--- src/rtl/disp_7seg_scan_if.sv ---
// Display-side bundle for disp_7seg_scan: digit data and controls in, anode/segment drive out,
// plus the scan position (idx/sub) for observation.
interface disp_7seg_scan_if #(
  parameter int DIGITS = 8,
  parameter int BW     = 3
);
  localparam int IDXW = (DIGITS > 1) ? $clog2(DIGITS) : 1;

  // No handshake: CE is a plain one-cycle tick that qualifies every state update.
  // EO/Q are continuously valid registered levels with no ready path back.
  logic                  CE;
  logic [DIGITS-1:0]     E;
  logic [DIGITS-1:0]     DP;
  logic [4*DIGITS-1:0]   IN;
  logic [BW-1:0]         BRIGHT;
  logic [DIGITS-1:0]     EO;
  logic [7:0]            Q;
  logic [IDXW-1:0]       dbg_idx;
  logic [BW-1:0]         dbg_sub;

  modport master (
    output CE, E, DP, IN, BRIGHT,
    input  EO, Q, dbg_idx, dbg_sub
  );

  modport slave (
    input  CE, E, DP, IN, BRIGHT,
    output EO, Q, dbg_idx, dbg_sub
  );
endinterface

--- src/rtl/disp_7seg_scan.sv ---
// Multiplexed common-anode 7-segment scan driver with per-slot PWM dimming and a blank guard.
// Optional leading-zero suppression is enabled by defining DISP_LZ_BLANK_EN.
module disp_7seg_scan #(
  parameter int DIGITS = 8,
  parameter int BW     = 3
) (
  input  logic               CLK,
  input  logic               CLR,
  disp_7seg_scan_if.slave    bus
);
  localparam int IDXW = (DIGITS > 1) ? $clog2(DIGITS) : 1;
  localparam logic [BW-1:0]   SUB_LAST = '1;
  localparam logic [IDXW-1:0] IDX_LAST = IDXW'(DIGITS - 1);

  // Active-low glyphs, bit order g..a.
  function automatic logic [6:0] seg7_n(input logic [3:0] nib);
    logic [6:0] s;
    case (nib)
      4'h0: s = 7'b1000000;
      4'h1: s = 7'b1111001;
      4'h2: s = 7'b0100100;
      4'h3: s = 7'b0110000;
      4'h4: s = 7'b0011001;
      4'h5: s = 7'b0010010;
      4'h6: s = 7'b0000010;
      4'h7: s = 7'b1111000;
      4'h8: s = 7'b0000000;
      4'h9: s = 7'b0010000;
      4'hA: s = 7'b0001000;
      4'hB: s = 7'b0000011;
      4'hC: s = 7'b1000110;
      4'hD: s = 7'b0100001;
      4'hE: s = 7'b0000110;
      default: s = 7'b0001110;
    endcase
    return s;
  endfunction

  logic [IDXW-1:0]   r_idx;
  logic [BW-1:0]     r_sub;
  logic [3:0]        r_h_nib;
  logic              r_h_dp;
  logic              r_h_en;
  logic              r_h_blank;
  logic [DIGITS-1:0] r_eo;
  logic [7:0]        r_q;

  logic              w_slot_end;
  logic              w_load;
  logic [IDXW-1:0]   w_idx_next;
  logic [IDXW-1:0]   w_ld_idx;
  logic [3:0]        w_ld_nib;
  logic              w_ld_dp;
  logic              w_ld_en;
  logic              w_ld_blank;
  logic [DIGITS-1:0] w_lz_sup;
  logic              w_on;
  logic [DIGITS-1:0] w_eo_on;
  logic [6:0]        w_seg;

  always_comb begin
    w_slot_end = (r_sub == SUB_LAST);
    w_idx_next = (r_idx == IDX_LAST) ? '0 : r_idx + 1'b1;
    w_load     = CLR || (bus.CE && w_slot_end);
    w_ld_idx   = CLR ? '0 : w_idx_next;
  end

`ifdef DISP_LZ_BLANK_EN
  // Walk from the top digit down; a zero digit is suppressed while every enabled digit above it
  // is also zero. Digit 0 always shows.
  always_comb begin
    logic upper_zero;
    upper_zero = 1'b1;
    w_lz_sup   = '0;
    for (int i = DIGITS - 1; i >= 0; i--) begin
      w_lz_sup[i] = (i != 0) && (bus.IN[4*i +: 4] == 4'h0) && upper_zero;
      if (!bus.E[i] && (bus.IN[4*i +: 4] != 4'h0)) upper_zero = 1'b0;
    end
  end
`else
  assign w_lz_sup = '0;
`endif

  always_comb begin
    w_ld_nib   = '0;
    w_ld_dp    = 1'b0;
    w_ld_en    = 1'b0;
    w_ld_blank = 1'b0;
    for (int i = 0; i < DIGITS; i++) begin
      if (w_ld_idx == IDXW'(i)) begin
        w_ld_nib   = bus.IN[4*i +: 4];
        w_ld_dp    = bus.DP[i];
        w_ld_en    = ~bus.E[i];
        w_ld_blank = w_lz_sup[i];
      end
    end
  end

  // Sub-tick 0 of every slot is the anti-ghosting guard; BRIGHT is used live, not latched.
  always_comb begin
    w_on    = r_h_en && (r_sub != '0) && (r_sub <= bus.BRIGHT);
    w_eo_on = ~(DIGITS'(1) << r_idx);
    w_seg   = r_h_blank ? 7'h7F : seg7_n(r_h_nib);
  end

  always_ff @(posedge CLK) begin
    if (CLR) begin
      r_idx <= '0;
      r_sub <= '0;
    end else if (bus.CE) begin
      r_sub <= r_sub + 1'b1;
      if (w_slot_end) r_idx <= w_idx_next;
    end
  end

  always_ff @(posedge CLK) begin
    if (w_load) begin
      r_h_nib <= w_ld_nib;
      r_h_dp  <= w_ld_dp;
      r_h_en  <= w_ld_en;
`ifdef DISP_LZ_BLANK_EN
      r_h_blank <= w_ld_blank;
`else
      r_h_blank <= 1'b0;
`endif
    end
  end

  always_ff @(posedge CLK) begin
    if (CLR) begin
      r_eo <= '1;
      r_q  <= 8'hFF;
    end else begin
      r_eo <= w_on ? w_eo_on : '1;
      r_q  <= w_on ? {~r_h_dp, w_seg} : 8'hFF;
    end
  end

  assign bus.EO      = r_eo;
  assign bus.Q       = r_q;
  assign bus.dbg_idx = r_idx;
  assign bus.dbg_sub = r_sub;

  logic w_unused;
  assign w_unused = w_ld_blank;
endmodule

--- src/flat_wrapper.sv ---
// flat-port wrapper written by rule: the top's interface ports become plain ports
module disp_7seg_scan_flat 
#(
  parameter int DIGITS = 8,
  parameter int BW     = 3
)
  (CLK, CLR, bus_CE, bus_E, bus_DP, bus_IN, bus_BRIGHT, bus_EO, bus_Q, bus_dbg_idx, bus_dbg_sub);
  disp_7seg_scan_if #(.DIGITS(DIGITS), .BW(BW)) bus_i ();
  input  logic CLK;
  input  logic CLR;
  input wire logic [$bits(bus_i.CE)-1:0] bus_CE;
  input wire logic [$bits(bus_i.E)-1:0] bus_E;
  input wire logic [$bits(bus_i.DP)-1:0] bus_DP;
  input wire logic [$bits(bus_i.IN)-1:0] bus_IN;
  input wire logic [$bits(bus_i.BRIGHT)-1:0] bus_BRIGHT;
  output wire logic [$bits(bus_i.EO)-1:0] bus_EO;
  output wire logic [$bits(bus_i.Q)-1:0] bus_Q;
  output wire logic [$bits(bus_i.dbg_idx)-1:0] bus_dbg_idx;
  output wire logic [$bits(bus_i.dbg_sub)-1:0] bus_dbg_sub;
  assign bus_i.CE = bus_CE;
  assign bus_i.E = bus_E;
  assign bus_i.DP = bus_DP;
  assign bus_i.IN = bus_IN;
  assign bus_i.BRIGHT = bus_BRIGHT;
  assign bus_EO = bus_i.EO;
  assign bus_Q = bus_i.Q;
  assign bus_dbg_idx = bus_i.dbg_idx;
  assign bus_dbg_sub = bus_i.dbg_sub;
  disp_7seg_scan #(.DIGITS(DIGITS), .BW(BW)) u_core (.CLK(CLK), .CLR(CLR), .bus(bus_i));
endmodule
--- config.mk ---
export PLATFORM = sky130hd
export DESIGN_NAME = disp_7seg_scan_flat
export DESIGN_NICKNAME = d
export VERILOG_FILES = /design/src/rtl/disp_7seg_scan_if.sv /design/src/rtl/disp_7seg_scan.sv /design/src/flat_wrapper.sv
export SDC_FILE = /design/constraint.sdc
export NUM_CORES = 1
export LEC_CHECK = 0
export CELL_PAD_IN_SITES_DETAIL_PLACEMENT = 0
export CELL_PAD_IN_SITES_GLOBAL_PLACEMENT = 1
export CORE_MARGIN = 5
export CORE_UTILIZATION = 35
export CTS_CLUSTER_SIZE = 24
export DETAILED_ROUTE_END_ITERATION = 10
export PLACE_DENSITY_LB_ADDON = 0.08
export SETUP_SLACK_MARGIN = 0.2
export SLEW_MARGIN = 25
export SYNTH_ARGS = -nofsm -noshare
export SYNTH_HDL_FRONTEND = slang
export SYNTH_SLANG_ARGS = --single-unit
--- constraint.sdc ---
create_clock -name CLK -period 4 [get_ports CLK]
set_input_delay 1.2 -clock CLK [delete_from_list [all_inputs] [get_ports CLK]]
set_output_delay 1.2 -clock CLK [all_outputs]
set_load 0.01 [all_outputs]
==> metrics.md <==
| Metric | Value |
|---|---|
| Status | `finished, final reports clean` |
| PwrDens | `between 200 and 250 mW/mm²` |
| Distinct cells, synth | `45` |
| Syn. warnings | `0` |
| Post-synth top area share | `between 20 and 25%` |
| Placed inst area | `about 0.0028 mm²` |
| Top cells by count, synth | `dfxtp_1 (22), ha_1 (18), nand2_1 (16), inv_1 (12), o21ai_0 (12)` |
| Final ANT Viol Nets | `0` |
| Setup violations, final | `0` |
| Required @ worst endpoint | `4.11 ns` |
| Setup Buffers After CTS | `0` |
| Number of port buffers | `75` |
| Io pins | `76` |
| Sequential Power Share | `45.7%` |
| CTS tree | `yes` |
| Clock Skew | `0.001061 ns` |
| Power Internal | `approximately 520 µW` |
| Fin Setup TNS | `0 ns` |
| CP cell instances | `clkdlybuf4s50_1, buf_4, nor3b_4, o21ai_1, a311o_1, a32oi_1` |
| Die Area | `0.007470 mm²` |
| Crit Path Max Fanout | `21` |
| Period minus WS final | `~2.9 ns` |
| Post-synth ARST share | `0%` |
| Die Y | `86.43 µm` |
| Drt pass-1 iters | `4` |
| Number of global-route vias before repair | `1889` |
| Sequential share of the synthesized area | `30.35%` |
| Synth area leaders | `dfxtp_1 (22%), ha_1 (11%), edfxtp_1 (8.8%), mux2i_1 (4.9%), a2111oi_2 (3.7%)` |
| Main synth FF type | `dfxtp_1` |
| Clk sinks | `28` |
| CTS HTree Levels | `1` |
| CP bufs+invs | `2` |
| Crit path DAT | `2.97 ns` |
| Worst min path class | `flip-flop to flip-flop` |
| Crit path capture type | `flip-flop` |
| First-pass GRT wire length | `slightly below 9 mm` |
| Switching pwr | `approximately 160 µW` |
| Switching Share | `22.97%` |
| Part of the power in combinational logic | `21.6%` |
| Netlist Area Pre-Place | `0.002044 mm²` |
| GRT Overall Usage | `14.48%` |
| CTS Buf Count | `3` |
| WL final | `about 5.3 mm` |
| Largest net degree at the start of global routing | `32` |
| Grt ovf | `0` |
| Leakage | `0.001039 µW` |
| Std cell rows | `27` |
| Clk Latency, worst-skew pair | `between 0.2 and 0.3 ns` |
| Layout net count | `358` |
| Fin crit share | `between 70% and 80%` |
| Synth area leader | `dfxtp_1` |
| Synth Register Bits | `28` |
| Core Area | `0.005608 mm²` |
| Max-cap violations | `0` |
| CTS hold repair buffers | `0` |
| Final Cell Area | `0.002855 mm²` |
| Fin. max-slew vios | `0` |
| Cell family with most CP delay | `buffers and inverters` |
| Clock power share | `between 30% and 40%` |
| Wirelength per Cell | `14.93 µm` |
| Initial antenna violation count | `0` |
| RSZ-0062 raised after global routing | `false` |
| Clk pin slew, worst setup/hold paths | `0.10 ns` |
| Count leader, synth | `dfxtp_1` |
| Fmax achieved | `around 0.35 GHz` |
| Syn nets | `roughly 300` |
| Ant. Diodes | `0` |
| Maximum VDD drop | `0.1176 mV` |
| Share of cells above drive strength 1 | `approximately 6.7%` |
| Post-Synthesis Cells | `approximately 220` |
| Remaining routing DRC violations | `0` |
| Area growth, synth to finish | `39.66%` |
| Number of synthesized flops with an enable pin | `6` |
| Initial core utilization | `36.46%` |
| R2R setup slack | `1.46 ns` |
| Slew headroom | `54.97%` |
| Post-cts resize count | `0` |
| Kind of critical path | `input pin to flip-flop` |
| Detail Placement HPWL | `4.225 mm` |
| Vias/cell | `5.241` |
| CP max stage cell | `clkdlybuf4s50_1` |
| Via Count | `1871` |
| Final Wtd Congestion | `0.7900` |
| Slew @ Worst Pin | `0.6755 ns` |
| CP startpoint kind | `input pin` |
| Filler instances | `approximately 570` |
| Max incr delay on CP | `0.54 ns` |
| 1st-iter DRT viols | `110` |
| Syn_area_per_cell | `9.168 µm²` |
| Clock Path Buffers | `2` |
| Die W | `between 80 and 90 µm` |
| Root Buffer | `clkbuf_8` |
| Final Hold Fails | `0` |
## path summary, 6_finish.rpt
kind                                                         start                     endpoint  cells past startpoint
worst max register to register  u_core.bus.dbg_idx[2]$_SDFFE_PP0P_  u_core.r_h_nib[0]$_DFFE_PP_                      6
worst min-delay path                       u_core.r_h_dp$_DFFE_PP_   u_core.bus.Q[7]$_SDFF_PP1_                      1
worst max-delay path                                           CLR  u_core.r_h_nib[0]$_DFFE_PP_                      6
worst min register to register             u_core.r_h_dp$_DFFE_PP_   u_core.bus.Q[7]$_SDFF_PP1_                      1
## placed cells by master, fill, tap and decap left out, types with 3 or more instances in the layout
master / instances
a2111oi_2: 5
a211o_1: 6
a21oi_1: 9
a311o_1: 5
a32oi_1: 6
clkbuf_8: 3
clkdlybuf4s50_1: 75
dfxtp_1: 22
edfxtp_1: 6
ha_1: 18
inv_1: 12
mux2i_1: 10
nand2_1: 16
nand2b_1: 4
nand3_1: 9
nand4_1: 7
nor2_1: 6
nor2b_1: 9
nor3b_1: 5
o211ai_1: 7
o21ai_0: 12
o21ai_1: 5
## per-layer routing
layer / wire length [µm] / GRT usage (%)
met5: 0 / 0
met4: 51 / 3.258
met3: 419 / 3.327
met2: 2466 / 24.27
met1: 2393 / 18.87
## cells by family (layout without fill, tap and decap cells)
| family | Yosys count | after routing | share of synthesized area, % |
|---|---|---|---|
| AO/OA/AOI/OAI | 67 | 67 | 25.03 |
| AND/OR/NAND/NOR | 67 | 67 | 19.83 |
| XOR/XNOR | 1 | 1 | 0.4285 |
| adder cells (fa/ha/maj) | 18 | 18 | 11.02 |
| buffers and inverters | 31 | 93 | 7.895 |
| multiplexers | 11 | 11 | 5.447 |
| flip-flops | 28 | 28 | 30.35 |
## flip-flops by register name (all words and copies together) (netlist names)
name and count:
u_core.r_h_en 1, u_core.r_h_dp 1, u_core.bus.EO 8, u_core.bus.dbg_sub 3, u_core.r_h_nib 4, u_core.bus.Q 8
u_core.bus.dbg_idx 3
## power groups by stage
| stage | Sequential, µW | Clock (µW) | Combinational [µW] |
|---|---|---|---|
| 6_report | 311 | 222 | 147 |
| 5_1_grt | 313 | 239 | 163 |
| 4_1_cts | 311 | 227 | 148 |
| 3_5_place_dp | 317 | 0 | 148 |
| 3_3_place_gp | 318 | 0 | 147 |
| 2_1_floorplan | 315 | 0 | 70.2 |
## layout make-up
type | count | area [µm²] | share of cell area, %
Sequential cell | 28 | 620.6 | 21.74
Tap cell | 72 | 90.09 | 3.155
Timing Repair Buffer | 77 | 765.7 | 26.82
Clock inverter | 1 | 30.03 | 1.052
Multi-Input combinational cell | 164 | 1262 | 44.22
Clock buffer | 3 | 41.29 | 1.446
Inverter | 12 | 45.04 | 1.578
## metrics by stage
| stage | worst slack, ns | instances | hold WS (ns) | util, % | total power (µW) |
|---|---|---|---|---|---|
| after detailed placement | 0.8748 | 353 | 0.4440 | 49.64 | 465.2 |
| after CTS | 1.153 | 357 | 0.4597 | 50.91 | 686.3 |
| after global routing | 0.9696 | 357 | 0.4953 | 50.91 | 715.0 |
| after global placement | 0.9126 | 353 | 0.4461 | 49.64 | 465.3 |
| after floorplan | 1.560 | 223 | 0.4060 | - | 385.4 |
| final | 1.138 | 357 | 0.4620 | 50.91 | 679.5 |
No activity file was read; power rests on OpenSTA's default activity.
